<file path="src/rtl/board_write_ctl.sv">
// ----------------------------------------------------------------------------
// board_write_ctl
// Write-side controller for one board_mem instance (X_SIZE x Y_SIZE grid of
// 2-bit cells). Arbitrates the single write port between two requesters
// (A: ship placement / mouse, B: shot result / game logic) with round-robin
// tie-breaking, and runs a full-board clear sweep on request or after reset.
//
// Ports
//   clk, rst                 control clock, synchronous active-high reset
//   clear_req                single-cycle request to clear the whole board
//   clear_busy               high for every cycle of a clear sweep write
//   a_valid/a_x/a_y/a_data   requester A write request
//   a_ready                  A accepted this cycle (combinational)
//   b_valid/b_x/b_y/b_data   requester B write request
//   b_ready                  B accepted this cycle (combinational)
//   write_addr               board_mem address {y[3:0], x[3:0]} (registered)
//   write_data               board_mem cell value (registered)
//   write_enable             board_mem write strobe (registered)
//   drop                     one-cycle pulse: accepted request was off-board
//
// State  | meaning
// -------+-------------------------------------------------------------
// IDLE   | arbitrate A/B, one accepted request per cycle
// CLEAR  | sweeping CLEAR_VALUE over every valid cell, requesters stalled
// ----------------------------------------------------------------------------
module board_write_ctl #(
    parameter int         X_SIZE         = 12,
    parameter int         Y_SIZE         = 12,
    parameter logic [1:0] CLEAR_VALUE    = 2'b00,
    parameter bit         CLEAR_ON_RESET = 1'b1
) (
    input  logic       clk,
    input  logic       rst,
    input  logic       clear_req,
    output logic       clear_busy,
    input  logic       a_valid,
    output logic       a_ready,
    input  logic [3:0] a_x,
    input  logic [3:0] a_y,
    input  logic [1:0] a_data,
    input  logic       b_valid,
    output logic       b_ready,
    input  logic [3:0] b_x,
    input  logic [3:0] b_y,
    input  logic [1:0] b_data,
    output logic [7:0] write_addr,
    output logic [1:0] write_data,
    output logic       write_enable,
    output logic       drop
);

    typedef enum logic [0:0] {
        IDLE  = 1'b0,
        CLEAR = 1'b1
    } state_t;

    localparam logic [3:0] X_LAST = 4'(X_SIZE - 1);
    localparam logic [3:0] Y_LAST = 4'(Y_SIZE - 1);
    localparam logic [4:0] X_LIM  = 5'(X_SIZE);
    localparam logic [4:0] Y_LIM  = 5'(Y_SIZE);

    state_t     state_q, state_d;
    logic [3:0] x_cnt_q, x_cnt_d;
    logic [3:0] y_cnt_q, y_cnt_d;
    // 1: B won the most recent tie, so A wins the next one.
    logic       rr_last_b_q, rr_last_b_d;
    // Pending sweep requested by reset itself; consumed on the first live edge.
    logic       boot_clear_q, boot_clear_d;
    logic       we_q, we_d;
    logic [7:0] addr_q, addr_d;
    logic [1:0] data_q, data_d;
    logic       drop_q, drop_d;
    logic       busy_q, busy_d;

    logic       start_clear;
    logic       idle_arb;
    logic       a_grant, b_grant;
    logic [3:0] sel_x, sel_y;
    logic [1:0] sel_data;
    logic       sel_in_range;

    assign start_clear = clear_req | boot_clear_q;
    assign idle_arb    = (state_q == IDLE) && !rst && !start_clear;
    assign a_grant     = idle_arb && a_valid && (!b_valid || rr_last_b_q);
    assign b_grant     = idle_arb && b_valid && (!a_valid || !rr_last_b_q);

    assign a_ready      = a_grant;
    assign b_ready      = b_grant;
    assign write_enable = we_q;
    assign write_addr   = addr_q;
    assign write_data   = data_q;
    assign drop         = drop_q;
    assign clear_busy   = busy_q;

    always_comb begin
        state_d      = state_q;
        x_cnt_d      = x_cnt_q;
        y_cnt_d      = y_cnt_q;
        rr_last_b_d  = rr_last_b_q;
        boot_clear_d = 1'b0;
        we_d         = 1'b0;
        addr_d       = addr_q;
        data_d       = data_q;
        drop_d       = 1'b0;
        busy_d       = 1'b0;

        sel_x        = a_grant ? a_x    : b_x;
        sel_y        = a_grant ? a_y    : b_y;
        sel_data     = a_grant ? a_data : b_data;
        sel_in_range = ({1'b0, sel_x} < X_LIM) && ({1'b0, sel_y} < Y_LIM);

        case (state_q)
            IDLE: begin
                if (start_clear) begin
                    // First sweep write goes out on the entry edge so the
                    // sweep occupies exactly X_SIZE*Y_SIZE cycles.
                    state_d = CLEAR;
                    x_cnt_d = 4'd0;
                    y_cnt_d = 4'd0;
                    we_d    = 1'b1;
                    addr_d  = 8'h00;
                    data_d  = CLEAR_VALUE;
                    busy_d  = 1'b1;
                end else if (a_grant || b_grant) begin
                    // The round-robin pointer only moves on a genuine tie.
                    if (a_valid && b_valid) begin
                        rr_last_b_d = b_grant;
                    end
                    if (sel_in_range) begin
                        we_d   = 1'b1;
                        addr_d = {sel_y, sel_x};
                        data_d = sel_data;
                    end else begin
                        drop_d = 1'b1;
                    end
                end
            end
            CLEAR: begin
                if ((x_cnt_q == X_LAST) && (y_cnt_q == Y_LAST)) begin
                    state_d = IDLE;
                end else begin
                    if (x_cnt_q == X_LAST) begin
                        x_cnt_d = 4'd0;
                        y_cnt_d = y_cnt_q + 4'd1;
                    end else begin
                        x_cnt_d = x_cnt_q + 4'd1;
                    end
                    we_d   = 1'b1;
                    addr_d = {y_cnt_d, x_cnt_d};
                    data_d = CLEAR_VALUE;
                    busy_d = 1'b1;
                end
            end
            default: begin
                state_d = IDLE;
            end
        endcase
    end

    always_ff @(posedge clk) begin
        if (rst) begin
            state_q      <= IDLE;
            x_cnt_q      <= 4'd0;
            y_cnt_q      <= 4'd0;
            rr_last_b_q  <= 1'b1;
            boot_clear_q <= CLEAR_ON_RESET;
            we_q         <= 1'b0;
            addr_q       <= 8'h00;
            data_q       <= 2'b00;
            drop_q       <= 1'b0;
            busy_q       <= 1'b0;
        end else begin
            state_q      <= state_d;
            x_cnt_q      <= x_cnt_d;
            y_cnt_q      <= y_cnt_d;
            rr_last_b_q  <= rr_last_b_d;
            boot_clear_q <= boot_clear_d;
            we_q         <= we_d;
            addr_q       <= addr_d;
            data_q       <= data_d;
            drop_q       <= drop_d;
            busy_q       <= busy_d;
        end
    end

endmodule
</file>
<file path="config.mk">
export PLATFORM = sky130hd
export DESIGN_NAME = board_write_ctl
export DESIGN_NICKNAME = d
export VERILOG_FILES = /design/src/rtl/board_write_ctl.sv
export SDC_FILE = /design/constraint.sdc
export NUM_CORES = 1
export LEC_CHECK = 0
export CELL_PAD_IN_SITES_DETAIL_PLACEMENT = 0
export CELL_PAD_IN_SITES_GLOBAL_PLACEMENT = 1
export CORE_ASPECT_RATIO = 1.25
export CORE_MARGIN = 2
export CORE_UTILIZATION = 30
export DETAILED_ROUTE_END_ITERATION = 8
export PLACE_DENSITY_LB_ADDON = 0.25
export SLEW_MARGIN = 30
export SYNTH_ARGS = -nofsm -noshare
export SYNTH_HDL_FRONTEND = slang
export SYNTH_SLANG_ARGS = --single-unit
</file>
<file path="constraint.sdc">
create_clock -name clk -period 2.2 [get_ports clk]
set_clock_uncertainty 0.15 [all_clocks]
set_input_delay 0.33 -clock clk [delete_from_list [all_inputs] [get_ports clk]]
set_output_delay 0.33 -clock clk [all_outputs]
set_load 0.01 [all_outputs]
</file>
==> run_results.csv <==
group,metric,value,unit
outcome,status,"finished clean",
worst_setup_path,worstPathRequired,2.23,ns
sta,hold_violations,0,
layout,antenna_cells,0,
place,dp_hpwl,2650,microns
flow_run,maxCapViolCount,0,
pwr,p_per_area,484,nW/um^2
synthesis,synth_compound_area_share,17.2,%
layout,syn2layout_area_growth,50.4,%
sta,post-route-period-util,96.8,%
place,place.gp.congestion,0.763,
synthesis,yosysSeqAreaShare,37.1,%
synthesis,netlist_instances,141,
layout,drive_gt1_share,18.1,%
worst_setup_path,startpoint_type,"register",
floorplanning,io_pins,40,
synthesis,synthAdderAreaFrac,2.02,%
worst_setup_path,cp_top_family,"simple AND/OR/NAND/NOR gates",
floorplanning,rows,26,
worst_setup_path,crit_top_cell,"or3_4",
layout,final_nets,221,
detailed_routing,route.detailed.drc,0,
sta,max_slew.worst_pin.slew,0.454,ns
detailed_routing,routed_via_density,4.79,
worst_setup_path,slowest_stage,"or3_4",
grt,grt_max_degree,16,
detailed_routing,finalWirelength,3400,microns
pwr,ir_drop,0.223,mV
worst_setup_path,crit_type,"register to register",
place,dp_slack,-0.322,ns
sta,finalCriticalPeriod,2.13,ns
synthesis,avgSynthCellArea,8.79,sq um
clock_tree,cts-hold-fix-buffers,0,
worst_setup_path,path_buf_inv,1,
clock_tree,clock_path_buffers,2,
detailed_routing,routedWlPerCell,13.7,microns
floorplanning,die-area,4670,sq um
sta,final_max_slew_viol_count,0,
floorplanning,initial_core_util,30.7,%
synthesis,netlist.area_leader.share,37.1,%
worst_setup_path,cp_cell_sequence,"or3_4 -> or3_4 -> o31ai_4 -> buf_4 -> nor2_2 -> a311oi_2",
synthesis,synth_fp_nets,168,
synthesis,synthDistinctLibCells,34,
worst_setup_path,critPathArrivalTime,2.16,ns
synthesis,synth_top_family_by_area,"simple AND/OR/NAND/NOR gates",
sta,slew_headroom,69.5,%
pwr,leakage,0.734,nW
min_path,hp-class,"input port to register",
grt,grt_usage,14.9,%
grt,antenna_found_initial,0,
grt,grt_pass1_vias,1142,
sta,max_freq,469,MHz
grt,overflow,0,
synthesis,synth_edf_count,0,
clock_tree,clk_pin_slew,0.08,ns
synthesis,synthTopCellsByArea,"dfxtp_1 (37%), mux2i_1 (5.7%), nor3_1 (5.7%)",
grt,grt_pass1_wl,5200,microns
synthesis,ys_ff_latch,23,
worst_setup_path,critical-path-max-stage-delay,0.40,ns
place,portBuffers,39,
detailed_routing,vias,1192,
floorplanning,coreArea,4030,sq um
sta,setup_tns,0,ns
synthesis,post-synth-top-area-cell,"dfxtp_1",
synthesis,synthSimpleGateAreaFrac,26.7,%
detailed_routing,detail-route-antenna-nets,0,
sta,fin_ws,0.0696,ns
clock_tree,cts_buffers,3,
clock_tree,h-tree-depth,1,
sta,setup_viol,0,
synthesis,synth-xor-area-share,2.83,%
clock_tree,cts_tree,"done",
synthesis,synthArstFlopShare,0,%
floorplanning,die_h,75.9,microns
detailed_routing,drtIter0Drc,37,
worst_setup_path,cp_max_fo,4,
worst_setup_path,worstSetupEndpointType,"register",
synthesis,ys.flop_type,"dfxtp_1",
detailed_routing,drt_first_pass_iters,4,
clock_tree,clock-root-buffer,"clkbuf_8",
clock_tree,cts_sinks,23,
synthesis,synth_mux_area_share,10.2,%
floorplanning,die_w,61.5,microns
synthesis,yosysWarnings,0,
synthesis,syn_area,1240,sq um
sta,rsz0062_at_grt,"false",
synthesis,synth.top_cells.by_count,"dfxtp_1 (23), nand2_1 (14), nor2_1 (14), nor3_1 (14), a21oi_1 (12)",
clock_tree,insertion_delay,0.26,ns
synthesis,yosysMostFrequentCell,"dfxtp_1",
==> metrics by stage <==
| stage | cell area (sq um) | hold WS [ns] | util [%] | total power, mW | std cells |
|---|---|---|---|---|---|
| CTS | 1820 | 0.344 | 45.0 | 0.908 | 246 |
| finish | 1860 | 0.298 | 46.2 | 0.902 | 249 |
| detailed placement | 1770 | 0.330 | 43.9 | 0.640 | 242 |
| global route | 1860 | 0.341 | 46.2 | 0.945 | 249 |
| global placement | 1770 | 0.322 | 43.9 | 0.639 | 242 |
| floorplan | 1240 | 0.208 | - | 0.536 | 141 |
==> area by class of cell <==
class,count,area (sq um)
fill,415,2170
multi-input combinational,109,741
timing repair buffer,55,541
sequential,23,460
tap,56,70.1
clock buffer,4,45.0
inverter,2,7.51
==> power by group <==
group	switching, mW	internal, mW
clock network	0.135	0.129
registers	0.00882	0.431
logic	0.0819	0.116
total	0.226	0.676
==> sequential cells by signal (all words and copies together), names as in the netlist <==
name / cells
drop: 1
clear_busy: 1
rr_last_b_q: 1
x_cnt_q: 4
write_enable: 1
boot_clear_q: 1
write_data: 2
write_addr: 8
y_cnt_q: 4
==> worst reg2reg max path: cells and delay by family (launching register included) <==
kind	cells	cell delay [ns]
AND/OR/NAND/NOR	3	0.84
AO/OA/AOI/OAI	2	0.54
flip-flops	1	0.32
buffers and inverters	1	0.20
==> routing by layer <==
metal	up-vias	global-route usage, %	wire length [microns]
li1	616	-	-
met1	549	18.1	1470
met2	25	26.9	1740
met3	2	2.38	173
met4	0	3.55	17
met5	-	0	0
==> placed cells by master (no fill, tap or decap), types with 3 or more instances in the layout <==
master | netlist | layout
clkdlybuf4s50_1 | 0 | 36
dfxtp_1 | 23 | 23
nand2_1 | 14 | 14
nor2_1 | 14 | 14
buf_4 | 0 | 14
nor3_1 | 14 | 12
a21oi_1 | 12 | 12
mux2i_1 | 7 | 7
nand3b_1 | 5 | 5
mux2_2 | 5 | 5
nand3_1 | 4 | 4
o221a_2 | 4 | 4
xor2_1 | 3 | 3
or3_1 | 3 | 3
clkbuf_8 | 0 | 3
==> final timing paths <==
| check | slack (ns) | to | cells past startpoint | startpoint |
|---|---|---|---|---|
| max | 0.07 | write_addr[1]$_SDFFE_PP0P_ | 6 | clear_busy$_SDFF_PP0_ |
| min | 0.30 | write_data[0]$_SDFFE_PP0P_ | 4 | clear_req |
| max reg2reg | 0.07 | write_addr[1]$_SDFFE_PP0P_ | 6 | clear_busy$_SDFF_PP0_ |
| min reg2reg | 0.34 | write_data[1]$_SDFFE_PP0P_ | 2 | write_data[1]$_SDFFE_PP0P_ |
==> timing repair <==
item	4_1_cts	5_1_grt
hold endpoints to repair	0	0
resized for setup	3	4
setup endpoints to repair	2	7
setup buffers	0	2
gates cloned	0	1
==> cell families after synthesis <==
logic type,Yosys count
fa+ha+maj,2
buf+inv,9
flops,23
compound gates,27
xor+xnor,4
simple gates,64
mux,12
No activity file was read; power rests on OpenSTA's default activity.
